## config.mk

```make
export PLATFORM = sky130hd
export DESIGN_NAME = dmem_arbiter
export DESIGN_NICKNAME = d
export VERILOG_FILES = /design/src/rtl/dmem_arbiter.sv
export SDC_FILE = /design/constraint.sdc
export NUM_CORES = 1
export LEC_CHECK = 0
export ABC_AREA = 0
export CAP_MARGIN = 10
export CELL_PAD_IN_SITES_DETAIL_PLACEMENT = 1
export CELL_PAD_IN_SITES_GLOBAL_PLACEMENT = 2
export CORE_ASPECT_RATIO = 0.5
export CORE_MARGIN = 2
export CORE_UTILIZATION = 29
export CTS_CLUSTER_DIAMETER = 40
export DETAILED_ROUTE_END_ITERATION = 16
export PLACE_DENSITY = 0.87
export SETUP_SLACK_MARGIN = 0.2
export SLEW_MARGIN = 20
export SYNTH_ARGS = -nofsm -noshare
export SYNTH_HDL_FRONTEND = slang
export SYNTH_SLANG_ARGS = --single-unit
```

## constraint.sdc

```tcl
create_clock -name clk -period 4 [get_ports clk]
set_input_delay 0.6 -clock clk [delete_from_list [all_inputs] [get_ports clk]]
set_output_delay 0.6 -clock clk [all_outputs]
set_load 0.1 [all_outputs]
```

## src/rtl/dmem_arbiter.sv

```systemverilog
// rtl/dmem_arbiter.sv - two-port round-robin arbiter in front of a single-port data memory
module dmem_arbiter #(
  parameter int ADDR_W = 8,
  parameter int DATA_W = 32
) (
  input  logic              clk,
  input  logic              rst_n,
  input  logic              req0,
  input  logic              req1,
  input  logic              we0,
  input  logic              we1,
  input  logic [ADDR_W-1:0] addr0,
  input  logic [ADDR_W-1:0] addr1,
  input  logic [DATA_W-1:0] wdata0,
  input  logic [DATA_W-1:0] wdata1,
  output logic              gnt0,
  output logic              gnt1,
  output logic              rvalid0,
  output logic              rvalid1,
  output logic [DATA_W-1:0] rdata0,
  output logic [DATA_W-1:0] rdata1,
  output logic [ADDR_W-1:0] mem_read_address,
  output logic [ADDR_W-1:0] mem_write_address,
  output logic [DATA_W-1:0] mem_write_data,
  output logic              mem_write_enable,
  input  logic [DATA_W-1:0] mem_read_data
);

  typedef enum logic [1:0] {IDLE, ACCESS, RESP} state_t;

  state_t            state, state_nxt;
  logic              take;
  logic              win;
  logic              last_gnt;
  logic              lat_port;
  logic              lat_we;
  logic [ADDR_W-1:0] lat_addr;
  logic [DATA_W-1:0] lat_wdata;

  // Winner: lone requester, otherwise the port that was not granted last.
  always_comb begin
    state_nxt         = state;
    take              = 1'b0;
    win               = req1;
    gnt0              = 1'b0;
    gnt1              = 1'b0;
    rvalid0           = 1'b0;
    rvalid1           = 1'b0;
    mem_read_address  = '0;
    mem_write_address = '0;
    mem_write_data    = '0;
    mem_write_enable  = 1'b0;
    if (req0 && req1) win = ~last_gnt;
    case (state)
      IDLE: begin
        if (req0 || req1) begin
          state_nxt = ACCESS;
          take      = 1'b1;
        end
      end
      ACCESS: begin
        state_nxt         = RESP;
        gnt0              = ~lat_port;
        gnt1              = lat_port;
        mem_read_address  = lat_addr;
        mem_write_address = lat_addr;
        mem_write_data    = lat_wdata;
        mem_write_enable  = lat_we;
      end
      RESP: begin
        state_nxt = IDLE;
        rvalid0   = ~lat_we & ~lat_port;
        rvalid1   = ~lat_we & lat_port;
      end
      default: state_nxt = IDLE;
    endcase
  end

  always_ff @(posedge clk or negedge rst_n) begin
    if (!rst_n) begin
      state     <= IDLE;
      last_gnt  <= 1'b1;
      lat_port  <= 1'b0;
      lat_we    <= 1'b0;
      lat_addr  <= '0;
      lat_wdata <= '0;
      rdata0    <= '0;
      rdata1    <= '0;
    end else begin
      state <= state_nxt;
      if (take) begin
        lat_port  <= win;
        last_gnt  <= win;
        lat_we    <= win ? we1 : we0;
        lat_addr  <= win ? addr1 : addr0;
        lat_wdata <= win ? wdata1 : wdata0;
      end
      // Read data is captured on the edge that ends the access cycle.
      if (state == ACCESS && !lat_we) begin
        if (lat_port) rdata1 <= mem_read_data;
        else          rdata0 <= mem_read_data;
      end
    end
  end

endmodule
```

==> Flow_metrics.wiki <==
{| class="wikitable"
! Metric !! Value
|-
| Detailed-route wire length per cell || 17.18 µm
|-
| Avg Synthesized Cell Area || 15.36 µm²
|-
| Core Region || 17530 µm²
|-
| Worst max-slew margin expressed relative to the limit || 31.48%
|-
| Port bufs || 234
|-
| Clock Sinks || 109
|-
| Maximum number of pins on one net before global-route repair || 63
|-
| Synth Area in Adders || 0%
|-
| Number of global-route vias before repair || 3978
|-
| Drt via density || 4.335
|-
| Total Negative Setup Slacks || 0 ps
|-
| Root Driver || clkbuf_16
|-
| GR met2 Demand/Resource || 27.70%
|-
| Width of the die || 194.1 µm
|-
| Global routing met1 resource utilization || 17.10%
|-
| Total congestion overflow || 0
|-
| Final Cycle Share || 74.29%
|-
| Insertion delay of the later-clocked pin in the worst-skew pair || 340 ps
|-
| Overall die area || 19220 µm²
|-
| Routed wire length || 13810 µm
|-
| Clock-pin slew reported for the worst setup and hold paths after clock tree synthesis || 80 ps
|-
| Proportion of synthesized area in mux cells || 36.98%
|-
| Compound-gate portion of the synthesized area || 0.7167%
|-
| Postcts setup bufs || 0
|-
| Number of vias after detailed routing || 3485
|-
| Clk_skew || 7.105 ps
|-
| Post-route DRC violation count || 0
|-
| Met3 track demand over resource || 2.704%
|-
| Cells after Synth || 341
|-
| Post-Synthesis Cell Area || 5238 µm²
|-
| Worst endpoint required time || 3400 ps
|-
| Initial antenna violation count || 0
|-
| TritonCTS Buffers || 9
|-
| Fraction of synthesized cell area taken by the top area cell type || 51.60%
|-
| Layout cells sized above 1 || 38.60%
|-
| Diode insertion count for antenna repair || 0
|-
| First-iteration detailed-routing DRC count || 77
|-
| Yosys warns || 0
|-
| Largest family of logic cells by synthesized area || multiplexers
|-
| Post-synthesis sequential element count || 109
|-
| Top post-synthesis cells by area || dfrtp_1, mux2_4, mux2_2
|-
| Hpwl dp || 10320 µm
|-
| Number of nets still failing antenna checks after routing || 0
|-
| Yosys top cell by area || dfrtp_1
|-
| Buffer levels on the longest clock path || 2
|-
| Highest attainable clock frequency || 0.3365 GHz
|-
| Max-slew violation count || 0
|-
| Crit start category || register
|-
| Syn nets || 459
|-
| Initial Utilization || 29.88%
|-
| Top fanout value on the critical path || 23
|-
| Tot GR Track Use || 14.61%
|-
| Footprint of the flip-flops and latches || 2729 µm²
|-
| Final Hold Viols || 0
|-
| Final Net Count || 683
|-
| First-pass GRT wire length || 22160 µm
|-
| Post-synthesis cell type count || 22
|-
| Outcome || finished clean
|-
| Pin slew with the least headroom to its limit || 1025 ps
|-
| CTS H-tree depth || 3
|-
| Endpoint class of the critical path || primary output
|-
| Placement row count || 34
|-
| Die boundary height || 99.03 µm
|-
| Layout filler cell count || 1805
|-
| Type of the worst setup path || register to primary output
|-
| Global-route layer with the greatest usage || met2
|-
| Cts repair resizes || 0
|-
| Placer's final routability congestion estimate || 0.7190
|-
| Area of the multi-input gates || 2298 µm²
|-
| DRT Pass-1 Iters || 4
|-
| Number of endpoints failing setup at the final stage || 0
|-
| Top-level port count || 235
|-
| Critical path data arrival time || 2370 ps
|-
| Number of hold buffers added after CTS || 0
|-
| CTS tree || done
|-
| Count of max-cap constraint violations || 0
|-
| Synth-to-Final Area Change || 51.67%
|-
| Min Clock Period, post-route || 2972 ps
|-
| Parity-gate share of the synthesized area counting xor and xnor cells || 0%
|-
| Sequential cell area fraction in the yosys report || 52.10%
|-
| Class of the tightest hold or removal check || input pin to async pin
|-
| Setup repair after global routing missed its margin || false
|-
| Share of synthesized cell area in and, or, nand and nor gates || 5.948%
|}
synthesized netlist by cell type:
library cell,number
mux2_2,64
o32ai_1,1
nor3_1,1
a21bo_1,1
a31oi_1,1
mux2_1,4
o21a_1,1
dfstp_2,1
and2_1,41
dfrtp_1,108
clkbuf_1,4
buf_2,4
nand2b_1,3
inv_1,2
mux2_4,78
nor2_2,1
a21oi_1,1
nor2_1,4
buf_8,3
nor3_2,1
buf_6,2
buf_4,15
registers in the layout, indices dropped and copies added (netlist names):
signal	cells
last_gnt	1
rdata0	32
state	2
lat_addr	8
lat_wdata	32
rdata1	32
lat_port	1
lat_we	1
critical path, stage by stage, from the launching register on:
cell and delay [ps]:
dfrtp_1 400, nand2b_1 270, inv_1 540, buf_4 330
and2_1 180, buf_4 290
stage by stage:
stage          utilization, %  hold WS (ps)  setup WS, ps  area (µm²)  cells
3_3_place_gp            43.42         468.5          1457        7610    788
6_report                45.32         342.4          1028        7944    804
5_1_grt                 45.32         410.6         873.6        7944    804
4_1_cts                 45.32         378.5         996.9        7944    804
2_1_floorplan               -         304.4         835.3        5238    341
3_5_place_dp            43.42         479.0          1368        7610    788
routing by layer:
metal / wire length, µm / part of all wire (%)
met2: 7430 / 54
met3: 423 / 3.1
met4: 214 / 1.5
met5: 0 / 0
met1: 5744 / 42
layout by cell type (no fill, tap or decap), types with 2 or more instances in the layout:
cell,instances
mux2_2,64
mux2_4,78
clkdlybuf4s50_1,184
bufinv_16,2
inv_1,2
nand2b_1,3
dfrtp_1,108
nor2_1,4
and2_1,41
mux2_1,4
buf_4,56
clkbuf_16,9
final timing paths:
check                                      startpoint                        end  slack (ps)  cells after the start
worst max-delay path             state[1]$_DFFE_PN0P_        mem_read_address[6]        1030                      5
worst min-delay path                            rst_n  lat_wdata[15]$_DFFE_PN0P_         340                      1
worst max register to register   state[0]$_DFFE_PN0P_  lat_wdata[31]$_DFFE_PN0P_        1830                      4
worst min register to register  rdata0[8]$_DFFE_PN0P_      rdata0[8]$_DFFE_PN0P_         500                      1
max in group asynchronous                       rst_n     rdata1[29]$_DFFE_PN0P_        2760                      2
min in group clk                rdata0[8]$_DFFE_PN0P_      rdata0[8]$_DFFE_PN0P_         500                      1
final cells by class:
class / count / share of cell area, %
clock buffer: 9 / 2.835
clock inverter: 7 / 1.370
inverter: 2 / 0.09450
multi-input combinational: 202 / 28.93
sequential: 109 / 34.35
tap: 234 / 3.686
timing repair buffer: 241 / 28.73
cells by family (layout without fill, tap and decap cells):
kind of cell | count (synthesis) | count (layout)
AND/OR/NAND/NOR | 51 | 51
AO/OA/AOI/OAI | 5 | 5
flip-flops | 109 | 109
buffers and inverters | 30 | 259
multiplexers | 146 | 146
Power is not shown: default switching activity piles up to over one toggle a cycle in this logic, so the estimate is an artifact.
